<file path="src/rtl/mem_stage.sv">
// Memory-access stage: word loads/stores to an internal RAM with wait states,
// a registered write-back bundle and branch resolution.
module mem_stage #(
    parameter int DEPTH  = 64,
    parameter int ADDR_W = 6,
    parameter int WAIT   = 2
) (
    input  logic        clk,
    input  logic        rst_n,
    input  logic        in_valid,
    input  logic        mem_read,
    input  logic        mem_write,
    input  logic        branch,
    input  logic        zero,
    input  logic        reg_write,
    input  logic [4:0]  rd_in,
    input  logic [31:0] alu_res,
    input  logic [31:0] wr_data,
    output logic        stall,
    output logic        out_valid,
    output logic [31:0] out_alu_res,
    output logic [31:0] out_rd_data,
    output logic [4:0]  out_rd,
    output logic        out_reg_write,
    output logic        out_mem_to_reg,
    output logic        pc_src,
    output logic        misaligned
);

    localparam logic [2:0] WAIT_CNT = 3'(WAIT);

    typedef enum logic {IDLE, ACCESS} state_t;

    state_t            state, state_next;
    logic [2:0]        cnt, cnt_next;

    logic              op_read, op_write, op_branch, op_zero, op_reg_write;
    logic [4:0]        op_rd;
    logic [31:0]       op_alu, op_wdata;

    logic              src_read, src_write, src_branch, src_zero, src_reg_write;
    logic [4:0]        src_rd;
    logic [31:0]       src_alu, src_wdata;

    logic              accept, complete, src_mis, store_en, load_ok;
    logic [ADDR_W-1:0] idx;
    logic [31:0]       ram [DEPTH];

    assign stall  = (state == ACCESS);
    assign accept = (state == IDLE) && in_valid;

    // An op completing straight out of IDLE uses the live inputs; a waited op uses its captured copy.
    assign src_read      = (state == IDLE) ? mem_read  : op_read;
    assign src_write     = (state == IDLE) ? mem_write : op_write;
    assign src_branch    = (state == IDLE) ? branch    : op_branch;
    assign src_zero      = (state == IDLE) ? zero      : op_zero;
    assign src_reg_write = (state == IDLE) ? reg_write : op_reg_write;
    assign src_rd        = (state == IDLE) ? rd_in     : op_rd;
    assign src_alu       = (state == IDLE) ? alu_res   : op_alu;
    assign src_wdata     = (state == IDLE) ? wr_data   : op_wdata;

    assign complete = (accept && (!(mem_read || mem_write) || WAIT == 0))
                   || ((state == ACCESS) && (cnt == 3'd1));
    assign src_mis  = (src_read || src_write) && (src_alu[1:0] != 2'b00);
    assign idx      = src_alu[ADDR_W+1:2];
    assign store_en = complete && src_write && !src_mis && rst_n;
    assign load_ok  = src_read && !src_mis;

    always_comb begin
        state_next = state;
        cnt_next   = cnt;
        case (state)
            IDLE: begin
                if (accept && (mem_read || mem_write) && WAIT != 0) begin
                    state_next = ACCESS;
                    cnt_next   = WAIT_CNT;
                end
            end
            ACCESS: begin
                if (cnt == 3'd1) begin
                    state_next = IDLE;
                    cnt_next   = 3'd0;
                end else begin
                    cnt_next = cnt - 3'd1;
                end
            end
            default: state_next = IDLE;
        endcase
    end

    always_ff @(posedge clk or negedge rst_n) begin
        if (!rst_n) begin
            state <= IDLE;
            cnt   <= 3'd0;
        end else begin
            state <= state_next;
            cnt   <= cnt_next;
        end
    end

    always_ff @(posedge clk or negedge rst_n) begin
        if (!rst_n) begin
            op_read      <= 1'b0;
            op_write     <= 1'b0;
            op_branch    <= 1'b0;
            op_zero      <= 1'b0;
            op_reg_write <= 1'b0;
            op_rd        <= 5'd0;
            op_alu       <= 32'd0;
            op_wdata     <= 32'd0;
        end else if (accept) begin
            op_read      <= mem_read;
            op_write     <= mem_write;
            op_branch    <= branch;
            op_zero      <= zero;
            op_reg_write <= reg_write;
            op_rd        <= rd_in;
            op_alu       <= alu_res;
            op_wdata     <= wr_data;
        end
    end

    // RAM is deliberately unreset; the old word is read before any store on the same edge.
    always_ff @(posedge clk) begin
        if (store_en) begin
            ram[idx] <= src_wdata;
        end
    end

    always_ff @(posedge clk or negedge rst_n) begin
        if (!rst_n) begin
            out_valid      <= 1'b0;
            pc_src         <= 1'b0;
            misaligned     <= 1'b0;
            out_alu_res    <= 32'd0;
            out_rd_data    <= 32'd0;
            out_rd         <= 5'd0;
            out_reg_write  <= 1'b0;
            out_mem_to_reg <= 1'b0;
        end else begin
            out_valid  <= complete;
            pc_src     <= complete && src_branch && src_zero;
            misaligned <= complete && src_mis;
            if (complete) begin
                out_alu_res    <= src_alu;
                out_rd_data    <= load_ok ? ram[idx] : 32'd0;
                out_rd         <= src_rd;
                out_reg_write  <= src_reg_write && !src_mis;
                out_mem_to_reg <= load_ok;
            end
        end
    end

endmodule

</file>
<file path="config.mk">
export PLATFORM = sky130hd
export DESIGN_NAME = mem_stage
export DESIGN_NICKNAME = d
export VERILOG_FILES = /design/src/rtl/mem_stage.sv
export SDC_FILE = /design/constraint.sdc
export NUM_CORES = 2
export LEC_CHECK = 0
export CAP_MARGIN = 15
export CORE_MARGIN = 2
export CORE_UTILIZATION = 60
export CTS_BUF_LIST = sky130_fd_sc_hd__clkbuf_4
export CTS_CLUSTER_DIAMETER = 40
export DETAILED_ROUTE_END_ITERATION = 8
export PLACE_DENSITY = 0.77
export RECOVER_POWER = 50
export REMOVE_ABC_BUFFERS = 1
export SLEW_MARGIN = 5
export SYNTH_ARGS = -nofsm -noshare
export SYNTH_HDL_FRONTEND = slang
export SYNTH_SLANG_ARGS = --single-unit
</file>
<file path="constraint.sdc">
create_clock -name clk -period 10.35 [get_ports clk]
set_input_delay 2.5875 -clock clk [delete_from_list [all_inputs] [get_ports clk]]
set_output_delay 2.5875 -clock clk [all_outputs]
set_load 0.01 [all_outputs]
</file>
Word-level counts from Yosys, hierarchy flattened --
Memories as Yosys holds them, arrays and structs flattened. Index checks and enable logic that the tools add are counted.
Cells by class: add/sub/neg operators 1, eq/ne operators 2, multiplexer cells 17, bitwise logic cells 1, reduce and logical (&&, ||, !) cells 19
Operators by type and width (count):
- $mux W32 | 3
- $logic_and A1 B1 Y1 | 13
- $mux W1 | 9
- $mux W3 | 2
- $pmux W3 S2 | 1
- $mux W5 | 1
- $eq A3 B1 Y1 const B | 1
- $logic_or A1 B1 Y1 | 3
- $sub A3 B1 Y3 const B | 1
- $logic_not A1 Y1 | 2
- $ne A2 B1 Y1 const B | 1
- $pmux W1 S2 | 1
- $reduce_bool A2 Y1 | 1
- $not A1 Y1 | 1
Word-level totals: flip-flop bits (word level) 152, bits in writable memories 2048, output and inout bits 75, memories kept 1
Memory list:
- ram | words 64, width 32, rd ports 1, clocked after memory_dff 0, wr ports 1, RTL line 47 | logic [31:0] ram [DEPTH];

Depth between registers and ports, before layout --
word-level depth 9, mapped depth 11

Worst setup path before layout --
No wires, ideal clock.
path kind input to register, start in alu_res[4], end mem ram[17][0] (enable), library setup time 0.421 ns, data arrival time 5.323 ns, path slack 4.606 ns, stages 8, buffers on the path 5, path through buf_2 > or4b_1 > and2_1 > buf_6 > buf_6 > buf_6 > buf_2 > nor2_1
Between the ends: cells in the longest elaborated chain, start to end 1
Ends and longest elaborated chain:
- from (decl) | RTL line 17 | input logic [31:0] alu_res,
- $mux W32 | RTL line 59 | assign src_alu = (state == IDLE) ? alu_res : op_alu;
- to (decl) | RTL line 47
Every way passes these cells.

Worst setup path after layout --
start reg state (netlist: stall), end reg out_rd_data[24]
Between the ends: cells in the longest elaborated chain, start to end 6, elaborated cells between the ends (all ways) 15, those cells by class mux (4); bitwise (1); reduce/logical (9); memory (1)
Ends and longest elaborated chain:
- from (decl) | RTL line 34 | state_t state, state_next;
- from (signal assigned) | RTL line 96 | state <= state_next;
- parallel branches: the longest is 6 deep, another holds $mem_v2 Z64 W32
- to (signal assigned) | RTL line 146 | out_rd_data <= load_ok ? ram[idx] : 32'd0;
- to (decl) | RTL line 22 | output logic [31:0] out_rd_data,
Parallel ways; which one is timed is not known. A chain may end at the register's enable or synchronous reset.

==> impl_metrics.env <==
export IMPL_fillCellCount=8098
export IMPL_yosys_warnings=0
export IMPL_place_congestion=0.936
export IMPL_grt_pass1_wl_microns=351000
export IMPL_drive_gt1_share_pct=23.6
export IMPL_htreeDepth=6
export IMPL_skew_ps=98.9
export IMPL_holdWs_ps=475
export IMPL_crit_type="reg -> reg"
export IMPL_clkSlewWorstSetupHoldPaths_ps=70
export IMPL_dp_cells=6276
export IMPL_cap_viol_max_count=36
export IMPL_cts_tree="yes"
export IMPL_io_buffers=151
export IMPL_layoutNonFillerInstCount=7200
export IMPL_endpoint_kind="register"
export IMPL_p_seq_share_pct=43.8
export IMPL_syn_inst=4532
export IMPL_max_clock_freq_mhz=127
export IMPL_crit_path_start_kind="register"
export IMPL_antenna_found_initial=26
export IMPL_ff2ff_setup_slack_ps=2460
export IMPL_worstPathRequired_ps=11590
export IMPL_cts_buffers=547
export IMPL_grt_max_degree=101
export IMPL_cts_resized=0
export IMPL_hold_buffers=0
export IMPL_layout_common_cells="2048 x edfxtp_1, 827 x o22ai_1, 787 x clkbuf_4, 177 x mux2_2, 151 x dfrtp_1"
export IMPL_viasPerCell=7.17
export IMPL_leakagePower_nw=30.2
export IMPL_clk_path_buf_depth=4
export IMPL_clkLatencyLatePin_ps=1400
export IMPL_r2r_start="stall"
export IMPL_multi_input_area_sq_mm=0.0147
export IMPL_status="complete, but fails checks"
export IMPL_switching_share_pct=36.1
export IMPL_ys_flop_type="edfxtp_1"
export IMPL_layout_worst_path_cycle_share_pct=76.3
export IMPL_drv_slew=2258
export IMPL_final_common_cell="edfxtp_1"
export IMPL_antenna_left=0
export IMPL_worstMarginPinSlew_ps=3820
export IMPL_dr_pass1_iters=9
export IMPL_grt_pass1_vias=48877
export IMPL_numClockSinks=2200
export IMPL_die_x_microns=371
export IMPL_failed_checks="design-rule violations, max-capacitance violations, max-slew violations"
export IMPL_io_pins=152
export IMPL_initial_utilization_pct=60.5
export IMPL_internal_power_mw=17.4
export IMPL_ys_ff_latch=2200
export IMPL_core_area_sq_mm=0.134
export IMPL_design_die_area_sq_mm=0.138
export IMPL_die_h_microns=371
export IMPL_syn_area_sq_mm=0.0809
export IMPL_tns_ps=0
export IMPL_vias=51619
export IMPL_power_frac_comb_pct=30.0
export IMPL_drt_iter0_drc=9448
export IMPL_ir_drop_uv=294
export IMPL_async_flop_share_pct=6.91
export IMPL_finalHoldViolCount=0
export IMPL_synth_top_area_share_pct=76.0
export IMPL_finalNetCount=5167
export IMPL_syn_avg_cell_area_sq_um=17.8
export IMPL_post_cts_buffers=0
export IMPL_crit_path_max_fanout=68
export IMPL_setup_viol=0
export IMPL_overflow=0
export IMPL_synth_seq_area_share_pct=80.7
export IMPL_pwr_share_clk_pct=26.2
export IMPL_p_per_area_mw_per_mm2=296
export IMPL_clockRootBuffer="clkbuf_4"
export IMPL_hold_class="reg -> reg"
export IMPL_worst_ep_arrival_time_ps=9130
export IMPL_max_flop_register="ram"
export IMPL_min_from="out_alu_res[11]"
export IMPL_post_route_min_period_ps=7890
export IMPL_yosysTopAreaCell="edfxtp_1"
export IMPL_rows=134
export IMPL_rsz0062_at_grt="false"
export IMPL_hpwl_microns=142000
export IMPL_routed_wl_microns=253000
export IMPL_register_area_sq_mm=0.0653
export IMPL_syn2layout_area_growth_pct=14.1
export IMPL_wl_per_cell_microns=35.1
export IMPL_grt_total_usage_pct=36.3
export IMPL_synth_area_leaders="edfxtp_1 76%, o22ai_1 6.4%, dfrtp_1 4.7%, mux2_2 2.8%, o41ai_1 1.6%"
export IMPL_slew_headroom_pct=-155
export IMPL_synth_edf_count=2048
export IMPL_critPathLaunch="stall"
export IMPL_switching_power_mw=9.84
export IMPL_synthDistinctLibCells=66
export IMPL_drc=4
export IMPL_largest_reg_flops=2048
==> cell families (layout without fill, tap and decap cells) <==
group,count (synthesis),after routing,synth area share (%)
other,0,13,0
AND/OR/NAND/NOR,415,415,2.46
flip-flops,2200,2200,80.7
buffers and inverters,311,1198,2.07
AO/OA/AOI/OAI,1357,1357,11.3
adder cells (fa/ha/maj),2,2,0.0309
multiplexers,247,247,3.39
==> routing by layer <==
layer  vias to the layer above  share of wire, %  GRT usage, %
met5                         -              0.12             0
met3                      1068                17          14.1
met4                        32               8.4          25.4
met1                     25097                32          46.5
li1                      20367                 -             -
met2                      5055                43          51.2
==> worst max-delay path, cell delays in order, from the launching register on <==
cell and delay [ps]:
dfrtp_4 740, clkbuf_1 2640, nand4bb_2 490, buf_4 260, and2_4 900, buf_4 600
o22ai_1 180, o41ai_1 1160, buf_4 270, nand3_1 150, o41ai_2 330
==> cells in the mapped netlist (all sizes together), types with 4 or more instances <==
library cell  count
a211oi            8
a21o             28
a21oi           109
a311o             4
a311oi            4
a31oi             9
a32o              9
and2              6
and3              7
buf             243
clkbuf           64
dfrtp           152
edfxtp         2048
inv               4
mux2            202
mux2i            45
nand2           148
nand2b            6
nand3            24
nand4            21
nor2            117
nor2b            10
nor3             13
nor4             20
o2111ai          10
o21ai            45
o221ai           37
o22a              9
o22ai           827
o31a              8
o31ai            84
o41a              4
o41ai           147
or4              26
==> final cells by class <==
| class | instances | share of cell area, % |
|---|---|---|
| Sequential cell | 2200 | 70.8 |
| Multi-Input combinational cell | 2021 | 15.9 |
| Clock buffer | 785 | 6.39 |
| Timing Repair Buffer | 314 | 3.66 |
| Tap cell | 1768 | 2.40 |
| Clock inverter | 95 | 0.779 |
| Antenna cell | 13 | 0.0353 |
| Inverter | 4 | 0.0163 |
==> path summary, 6_finish.rpt <==
path,cells after the start,end
setup / recovery,10,out_rd_data[24]
hold / removal,2,out_alu_res[11]
setup reg to reg,10,out_rd_data[24]
hold reg to reg,2,out_alu_res[11]
max in group asynchronous,2,out_rd_data[18]
min in group asynchronous,1,op_alu[9]
==> power groups by stage <==
stage	combinational, mW	clock [mW]	sequential (mW)
final	8.17	7.14	12.0
after global placement	7.59	0	11.9
after detailed placement	7.79	0	11.9
after floorplan	3.69	0	11.9
after global routing	8.19	7.59	12.0
after CTS	7.83	7.12	11.7
==> per-stage QoR <==
step / utilization (%) / cell area [sq um] / total power, mW / setup WS [ps]
after floorplan: - / 79200 / 15.6 / 126
after global placement: 63.5 / 84800 / 19.5 / 1950
after detailed placement: 63.6 / 85000 / 19.7 / 2960
after CTS: 68.6 / 91700 / 26.7 / 4370
after global routing: 69.0 / 92200 / 27.7 / 2360
final: 69.0 / 92300 / 27.3 / 2460
Power figures use the tool's default switching activity.
